[src/rtl/instr_pkg.sv]
`default_nettype none
// ============================================================================
// Module      : instr_pkg
// Description : Shared types and helpers for the RISC-V instruction packer.
//               It provides the format codes, the base opcode constants, the
//               decoded field-bundle struct, the packing function and the
//               drop-decision function.
//               Optional macro IMM_RANGE_CHECK_EN: when it is defined, bundles
//               whose immediate cannot be represented in the target format
//               are dropped. When it is undefined, immediates are truncated.
// Revision    : 1.0 - initial release
// ============================================================================
package instr_pkg;

  typedef enum logic [2:0] {
    FMT_I = 3'd0,
    FMT_S = 3'd1,
    FMT_B = 3'd2,
    FMT_U = 3'd3,
    FMT_J = 3'd4,
    FMT_R = 3'd5
  } fmt_e;

  localparam logic [6:0] OPC_LOAD   = 7'b0000011;
  localparam logic [6:0] OPC_OP_IMM = 7'b0010011;
  localparam logic [6:0] OPC_AUIPC  = 7'b0010111;
  localparam logic [6:0] OPC_STORE  = 7'b0100011;
  localparam logic [6:0] OPC_OP     = 7'b0110011;
  localparam logic [6:0] OPC_LUI    = 7'b0110111;
  localparam logic [6:0] OPC_BRANCH = 7'b1100011;
  localparam logic [6:0] OPC_JALR   = 7'b1100111;
  localparam logic [6:0] OPC_JAL    = 7'b1101111;

  // The format field is kept as raw bits so that the illegal codes 6 and 7
  // can be carried through and then rejected.
  typedef struct packed {
    logic [2:0]  fmt;
    logic [6:0]  opcode;
    logic [4:0]  rd;
    logic [4:0]  rs1;
    logic [4:0]  rs2;
    logic [2:0]  funct3;
    logic [6:0]  funct7;
    logic [31:0] imm;
  } bundle_t;

  function automatic logic [31:0] pack_instr(input bundle_t b);
    logic [31:0] w;
    w = '0;
    case (b.fmt)
      FMT_R: w = {b.funct7, b.rs2, b.rs1, b.funct3, b.rd, b.opcode};
      FMT_I: w = {b.imm[11:0], b.rs1, b.funct3, b.rd, b.opcode};
      FMT_S: w = {b.imm[11:5], b.rs2, b.rs1, b.funct3, b.imm[4:0], b.opcode};
      FMT_B: w = {b.imm[12], b.imm[10:5], b.rs2, b.rs1, b.funct3,
                  b.imm[4:1], b.imm[11], b.opcode};
      FMT_U: w = {b.imm[31:12], b.rd, b.opcode};
      FMT_J: w = {b.imm[20], b.imm[10:1], b.imm[11], b.imm[19:12],
                  b.rd, b.opcode};
      default: w = '0;
    endcase
    return w;
  endfunction

  function automatic logic drop_bundle(input bundle_t b);
    logic bad;
    bad = (b.fmt == 3'd6) || (b.fmt == 3'd7);
`ifdef IMM_RANGE_CHECK_EN
    // An immediate is representable when every bit above the top encoded bit
    // is a copy of that bit (all ones or all zeros).
    case (b.fmt)
      FMT_I, FMT_S:
        bad = !((&b.imm[31:11]) || !(|b.imm[31:11]));
      FMT_B:
        bad = !((&b.imm[31:12]) || !(|b.imm[31:12])) || b.imm[0];
      FMT_J:
        bad = !((&b.imm[31:20]) || !(|b.imm[31:20])) || b.imm[0];
      FMT_U:
        bad = |b.imm[11:0];
      default: ;
    endcase
`endif
    return bad;
  endfunction

endpackage
`default_nettype wire

[src/rtl/instr_fifo.sv]
`default_nettype none
// ============================================================================
// Module      : instr_fifo
// Description : Synchronous FIFO for packed instruction words.
// Ports       : clk, rst_n (async active-low), clear_i (sync flush),
//               wr_en_i/wr_data_i, rd_en_i, rd_data_o (zero while empty),
//               full_o, empty_o (both derived from the registered count)
// Revision    : 1.0 - initial release
// ============================================================================
module instr_fifo #(
  parameter int DEPTH = 4,
  parameter int WIDTH = 32
) (
  input  logic             clk,
  input  logic             rst_n,
  input  logic             clear_i,
  input  logic             wr_en_i,
  input  logic [WIDTH-1:0] wr_data_i,
  input  logic             rd_en_i,
  output logic [WIDTH-1:0] rd_data_o,
  output logic             full_o,
  output logic             empty_o
);

  localparam int AW = $clog2(DEPTH);
  localparam logic [AW:0] C_FULL_CNT = (AW+1)'(DEPTH);

  logic [WIDTH-1:0] mem_q [DEPTH];
  logic [AW-1:0]    wr_ptr_q, wr_ptr_d;
  logic [AW-1:0]    rd_ptr_q, rd_ptr_d;
  logic [AW:0]      count_q, count_d;
  logic             w_wr, w_rd;

  assign full_o  = (count_q == C_FULL_CNT);
  assign empty_o = (count_q == '0);
  assign w_wr    = wr_en_i && !full_o;
  assign w_rd    = rd_en_i && !empty_o;
  // Gate the head so that a flushed or reset FIFO presents an all-zero word.
  assign rd_data_o = empty_o ? '0 : mem_q[rd_ptr_q];

  always_comb begin
    wr_ptr_d = wr_ptr_q;
    rd_ptr_d = rd_ptr_q;
    count_d  = count_q;
    if (clear_i) begin
      wr_ptr_d = '0;
      rd_ptr_d = '0;
      count_d  = '0;
    end else begin
      if (w_wr) wr_ptr_d = wr_ptr_q + 1'b1;
      if (w_rd) rd_ptr_d = rd_ptr_q + 1'b1;
      case ({w_wr, w_rd})
        2'b10:   count_d = count_q + 1'b1;
        2'b01:   count_d = count_q - 1'b1;
        default: count_d = count_q;
      endcase
    end
  end

  always_ff @(posedge clk or negedge rst_n) begin
    if (!rst_n) begin
      wr_ptr_q <= '0;
      rd_ptr_q <= '0;
      count_q  <= '0;
    end else begin
      wr_ptr_q <= wr_ptr_d;
      rd_ptr_q <= rd_ptr_d;
      count_q  <= count_d;
    end
  end

  always_ff @(posedge clk) begin
    if (w_wr && !clear_i) mem_q[wr_ptr_q] <= wr_data_i;
  end

endmodule
`default_nettype wire

[src/rtl/instr_packer.sv]
`default_nettype none
// ============================================================================
// Module      : instr_packer
// Description : Streaming RISC-V instruction encoder. It packs decoded field
//               bundles into 32-bit words, queues them in a FIFO and tags
//               each word with a word-aligned address.
//               Optional macro IMM_RANGE_CHECK_EN: it drops bundles whose
//               immediate does not fit the selected format.
// Ports       : clk, rst_n (async active-low), clear (sync flush)
//               in_valid/in_ready + in_fmt, in_opcode, in_rd, in_rs1, in_rs2,
//               in_funct3, in_funct7, in_imm : field bundle input
//               out_valid/out_ready + out_instr, out_addr : word output
//               err_pulse, err_count : dropped-bundle flag and counter
// Revision    : 1.0 - initial release
// ============================================================================
module instr_packer
  import instr_pkg::*;
#(
  parameter logic [31:0] BASE_ADDR = 32'h0000_0000,
  parameter int          DEPTH     = 4
) (
  input  logic        clk,
  input  logic        rst_n,
  input  logic        clear,
  input  logic        in_valid,
  output logic        in_ready,
  input  logic [2:0]  in_fmt,
  input  logic [6:0]  in_opcode,
  input  logic [4:0]  in_rd,
  input  logic [4:0]  in_rs1,
  input  logic [4:0]  in_rs2,
  input  logic [2:0]  in_funct3,
  input  logic [6:0]  in_funct7,
  input  logic [31:0] in_imm,
  output logic        out_valid,
  input  logic        out_ready,
  output logic [31:0] out_instr,
  output logic [31:0] out_addr,
  output logic        err_pulse,
  output logic [7:0]  err_count
);

  bundle_t     w_bundle;
  logic [31:0] w_pack;
  logic        w_drop;

  logic        s1_valid_q, s1_valid_d;
  logic        s1_drop_q, s1_drop_d;
  logic [31:0] s1_instr_q, s1_instr_d;
  logic [31:0] addr_q, addr_d;
  logic        err_pulse_q, err_pulse_d;
  logic [7:0]  err_count_q, err_count_d;

  logic        w_fifo_full, w_fifo_empty, w_fifo_wr, w_fifo_rd;
  logic        w_s1_advance, w_accept, w_out_hs;

  assign w_bundle = '{fmt: in_fmt, opcode: in_opcode, rd: in_rd, rs1: in_rs1,
                      rs2: in_rs2, funct3: in_funct3, funct7: in_funct7,
                      imm: in_imm};
  assign w_pack   = pack_instr(w_bundle);
  assign w_drop   = drop_bundle(w_bundle);

  // A doomed bundle leaves stage 1 without needing FIFO space. in_ready uses
  // only registered state, so no combinational path runs from out_ready.
  assign w_s1_advance = s1_valid_q && (s1_drop_q || !w_fifo_full);
  assign in_ready     = !s1_valid_q || w_s1_advance;
  assign w_accept     = in_valid && in_ready;
  assign w_fifo_wr    = s1_valid_q && !s1_drop_q && !w_fifo_full && !clear;
  assign w_out_hs     = out_valid && out_ready;
  assign w_fifo_rd    = w_out_hs && !clear;

  assign out_valid = !w_fifo_empty;
  assign out_addr  = addr_q;
  assign err_pulse = err_pulse_q;
  assign err_count = err_count_q;

  always_comb begin
    s1_valid_d  = s1_valid_q;
    s1_drop_d   = s1_drop_q;
    s1_instr_d  = s1_instr_q;
    addr_d      = addr_q;
    err_pulse_d = 1'b0;
    err_count_d = err_count_q;
    if (clear) begin
      s1_valid_d  = 1'b0;
      s1_drop_d   = 1'b0;
      s1_instr_d  = '0;
      addr_d      = BASE_ADDR;
      err_count_d = '0;
    end else begin
      if (w_accept) begin
        s1_valid_d = 1'b1;
        s1_drop_d  = w_drop;
        s1_instr_d = w_pack;
      end else if (w_s1_advance) begin
        s1_valid_d = 1'b0;
      end
      if (s1_valid_q && s1_drop_q) begin
        err_pulse_d = 1'b1;
        if (err_count_q != 8'hFF) err_count_d = err_count_q + 8'd1;
      end
      // Dropped bundles never reach the FIFO, so they consume no address.
      if (w_out_hs) addr_d = addr_q + 32'd4;
    end
  end

  always_ff @(posedge clk or negedge rst_n) begin
    if (!rst_n) begin
      s1_valid_q  <= 1'b0;
      s1_drop_q   <= 1'b0;
      s1_instr_q  <= '0;
      addr_q      <= BASE_ADDR;
      err_pulse_q <= 1'b0;
      err_count_q <= '0;
    end else begin
      s1_valid_q  <= s1_valid_d;
      s1_drop_q   <= s1_drop_d;
      s1_instr_q  <= s1_instr_d;
      addr_q      <= addr_d;
      err_pulse_q <= err_pulse_d;
      err_count_q <= err_count_d;
    end
  end

  instr_fifo #(
    .DEPTH (DEPTH),
    .WIDTH (32)
  ) u_fifo (
    .clk       (clk),
    .rst_n     (rst_n),
    .clear_i   (clear),
    .wr_en_i   (w_fifo_wr),
    .wr_data_i (s1_instr_q),
    .rd_en_i   (w_fifo_rd),
    .rd_data_o (out_instr),
    .full_o    (w_fifo_full),
    .empty_o   (w_fifo_empty)
  );

endmodule
`default_nettype wire

[config.mk]
export PLATFORM = sky130hd
export DESIGN_NAME = instr_packer
export DESIGN_NICKNAME = d
export VERILOG_FILES = /design/src/rtl/instr_pkg.sv /design/src/rtl/instr_fifo.sv /design/src/rtl/instr_packer.sv
export SDC_FILE = /design/constraint.sdc
export NUM_CORES = 1
export LEC_CHECK = 0
export CAP_MARGIN = 0
export CORE_ASPECT_RATIO = 1.75
export CORE_MARGIN = 1
export CORE_UTILIZATION = 45
export DETAILED_ROUTE_END_ITERATION = 8
export GPL_TIMING_DRIVEN = 0
export PLACE_DENSITY = 0.69
export SLEW_MARGIN = 10
export SYNTH_ARGS = -nofsm -noshare
export SYNTH_HDL_FRONTEND = slang
export SYNTH_SLANG_ARGS = --single-unit
[constraint.sdc]
create_clock -name clk -period 6.87 [get_ports clk]
set_input_delay 1.374 -clock clk [delete_from_list [all_inputs] [get_ports clk]]
set_output_delay 1.374 -clock clk [all_outputs]
set_load 0.01 [all_outputs]
==> flow_summary.toml <==
[worst_setup_path]
crit_path_end_kind = "output port"
crit_chain = "nor3_1 -> clkbuf_1 -> nor2b_1 -> clkdlybuf4s50_1"
crit_start = "u_fifo.count_q[0]"
r2r_slack_ps = 4430
cp-start-kind = "flip-flop"
critPathRequiredTime_ps = 5500
crit_type = "reg2out"
rr_endpoint = "u_fifo.count_q[2]"
critPathSlowestCell = "nor3_1"
crit_path_end = "out_instr[25]"
critPathMaxStageDelay_ps = 750
r2r_start = "u_fifo.count_q[0]"
reg2reg_depth = 6
cp.arrival_ps = 2880
cp_max_fo = 10

[clocking]
cts_setup_buffers = 0
clkLatencyLatePin_ps = 490
cts_sinks = 208
numCtsBuffers = 19
cts.path.max_buffers = 3
cts-root-buf = "clkbuf_16"
cts_hold_buffers = 0
cts_resized = 0
cts-htree-levels = 1
cts_tree = "yes"
path_clk_slew_ps = 70

[grt]
grt_pass1_vias = 6848
grt_busiest_layer = "met2"
grt_pass1_wl_mm = 36.5
antenna_found_initial = 0
overflow = 0
grt_max_degree = 42
met1_usage = 0.226
grtUsageMet2 = 0.422
grtUsageTotal = 0.221
use_met3 = 0.0417

[power_and_ir_drop]
power.density_nw_per_um2 = 269
p_leak_uw = 0.00414
ir_drop_mv = 0.195

[cells_and_area]
fin_nets = 906
fin_util = 0.578
drive_above_1_share = 0.114
syn2layout_area_growth_pct = 26.3
diodes = 0
fill_cells = 1595

[yosys]
synth-edff-count = 128
synth_ff_type = "edfxtp_1"
synth_cell_types = 56
synth_seq_cells = 208
ys_seq_area_frac = 0.630
synth_area_sq_um = 9280
synthArstFlopShare = 0.385
avgSynthCellArea_sq_um = 14.1
synthCells = 659
ys_warn_count = 0

[timing]
slew_violations = 0
maxSlewHeadroom = 0.413
finalHoldViolCount = 0
fin_skew_ps = 18.0
tns_ps = 0
tightest_slew_ps = 874
fmaxAchievable_mhz = 235
setup_viol = 0
period_share = 0.620
rsz0062_at_grt = "no"
holdWs_ps = 526
final.min_clock_period_ps = 4260

[min_path]
hold_start = "s1_instr_q[26]"
hp-class = "reg2reg"

[placement]
port_buffers = 141
dp_hpwl_mm = 16.9
gp_congestion = 0.861

[routing]
drt-total-wl_mm = 23.2
antenna_left = 0
wl_per_cell_um = 21.4
via_per_inst = 5.84
drc = 0
first_iter_violations = 313
vias = 6350
first_pass_iters = 5

[die]
rows = 69
die_x_um = 111
dieArea_sq_um = 21200
initial_core_util = 0.457
fp.dieH_um = 192
io_pins = 147
core_area_sq_um = 20300

[status]
run_status = "completed"

[run]
drv_cap = 0
==> layout by cell type (no fill, tap or decap), drive strengths merged, types with 3 or more instances in the layout <==
cell type      netlist  routed
a21oi               37      37
a22o                26      26
a22oi               14      14
a31oi                3       3
a32o                 6       6
and2                 6       6
and4                 3       3
buf                 19      25
clkbuf              30      56
clkdlybuf4s50        0     140
clkinv               0       3
dfrtp               80      80
edfxtp             128     128
ha                   6       6
inv                 12      13
mux2                 9       9
mux2i               13      13
mux4                32      32
nand2               18      18
nand2b               3       3
nand3                9       9
nand4                8       8
nor2                22      22
nor2b               55      55
nor3                10      10
o21ai               14      14
o22a                 6       6
o22ai               13      13
o2bb2ai              5       5
o31ai               13      13
or3                  7       7
or4                 16      16
xnor2                9       9
xor2                 4       4
==> metal layers <==
layer,part of all wire,up-vias
li1,-,2895
met1,0.35,3175
met2,0.55,217
met3,0.055,63
met4,0.047,0
met5,0,-
==> worst min-delay path by stage <==
stage / to / slack [ps] / cells after the start
6_report: u_fifo.mem_q[1][26] / 530 / 0
5_1_grt: u_fifo.mem_q[1][28] / 540 / 0
4_1_cts: u_fifo.mem_q[1][26] / 520 / 0
3_5_place_dp: u_fifo.mem_q[1][26] / 510 / 0
3_3_place_gp: u_fifo.mem_q[3][30] / 490 / 0
2_1_floorplan: u_fifo.mem_q[0][25] / 480 / 0
==> kinds of logic (layout without fill, tap and decap cells) <==
logic type	Yosys count	count (layout)	synth area share
mux	54	54	0.103
simple gates	167	167	0.105
other cells	1	2	0.000404
buf+inv	61	240	0.0282
compound gates	148	148	0.112
flops	208	208	0.630
fa+ha+maj	7	7	0.0102
xor+xnor	13	13	0.0123
==> through the flow <==
stage / power [uW] / setup slack [ps] / cell area (sq um) / std cells
floorplan: 1810 / 3850 / 9280 / 660
global placement: 2130 / 1440 / 11000 / 1049
detailed placement: 2150 / 2750 / 11100 / 1054
CTS: 3190 / 2570 / 11700 / 1087
global route: 3280 / 2460 / 11700 / 1087
finish: 3160 / 2610 / 11700 / 1087
==> critical path, delay by kind of cell (launching register included) <==
kind	cells	cell delay (ps)
and+or+nand+nor	2	920
DFF	1	470
buffers and inverters	2	1000
==> synthesized netlist by cell type, drive strengths merged, types with 3 or more instances <==
| cell | instances | area share |
|---|---|---|
| nand2 | 18 | 0.0073 |
| o2bb2ai | 5 | 0.0047 |
| or3 | 7 | 0.0047 |
| ha | 6 | 0.0081 |
| dfrtp | 80 | 0.22 |
| a31oi | 3 | 0.0020 |
| and2 | 6 | 0.0040 |
| nor2 | 22 | 0.0089 |
| and4 | 3 | 0.0028 |
| xnor2 | 9 | 0.0085 |
| a22o | 26 | 0.025 |
| a22oi | 14 | 0.011 |
| clkbuf | 30 | 0.012 |
| nor3 | 10 | 0.0054 |
| mux4 | 32 | 0.078 |
| o31ai | 13 | 0.011 |
| o21ai | 14 | 0.0076 |
| a21oi | 37 | 0.020 |
| edfxtp | 128 | 0.41 |
| o22a | 6 | 0.0057 |
| nand4 | 8 | 0.0061 |
| o22ai | 13 | 0.0088 |
| inv | 12 | 0.0049 |
| buf | 19 | 0.011 |
| or4 | 16 | 0.014 |
| nand3 | 9 | 0.0049 |
| nand2b | 3 | 0.0020 |
| xor2 | 4 | 0.0038 |
| a32o | 6 | 0.0065 |
| mux2 | 9 | 0.011 |
| mux2i | 13 | 0.014 |
| nor2b | 55 | 0.037 |
==> cell type report <==
type                       count  area, sq um  share of cell area
multi-input combinational    391         3180               0.272
clock buffer                  26          532              0.0454
timing repair buffer         146         1510               0.129
sequential                   208         5850               0.499
inverter                      12         45.0             0.00384
clock inverter                 7         78.8             0.00673
buffer                        49          216              0.0185
tap                          248          310              0.0265
==> power breakdown <==
part / switching (uW) / total [uW] / internal, uW / leakage, uW
registers: 34.0 / 1400 / 1370 / 0.00228
logic: 332 / 706 / 374 / 0.00156
clock network: 459 / 1050 / 587 / 0.000293
==> sequential cells by signal, summed over array words and instances (netlist names), 2 cells and up <==
signal / count
out_addr: 30
u_fifo.wr_ptr_q: 2
u_fifo.count_q: 3
err_count: 8
s1_instr_q: 32
u_fifo.rd_ptr_q: 2
u_fifo.mem_q: 128
No activity file was read; power rests on OpenSTA's default activity.
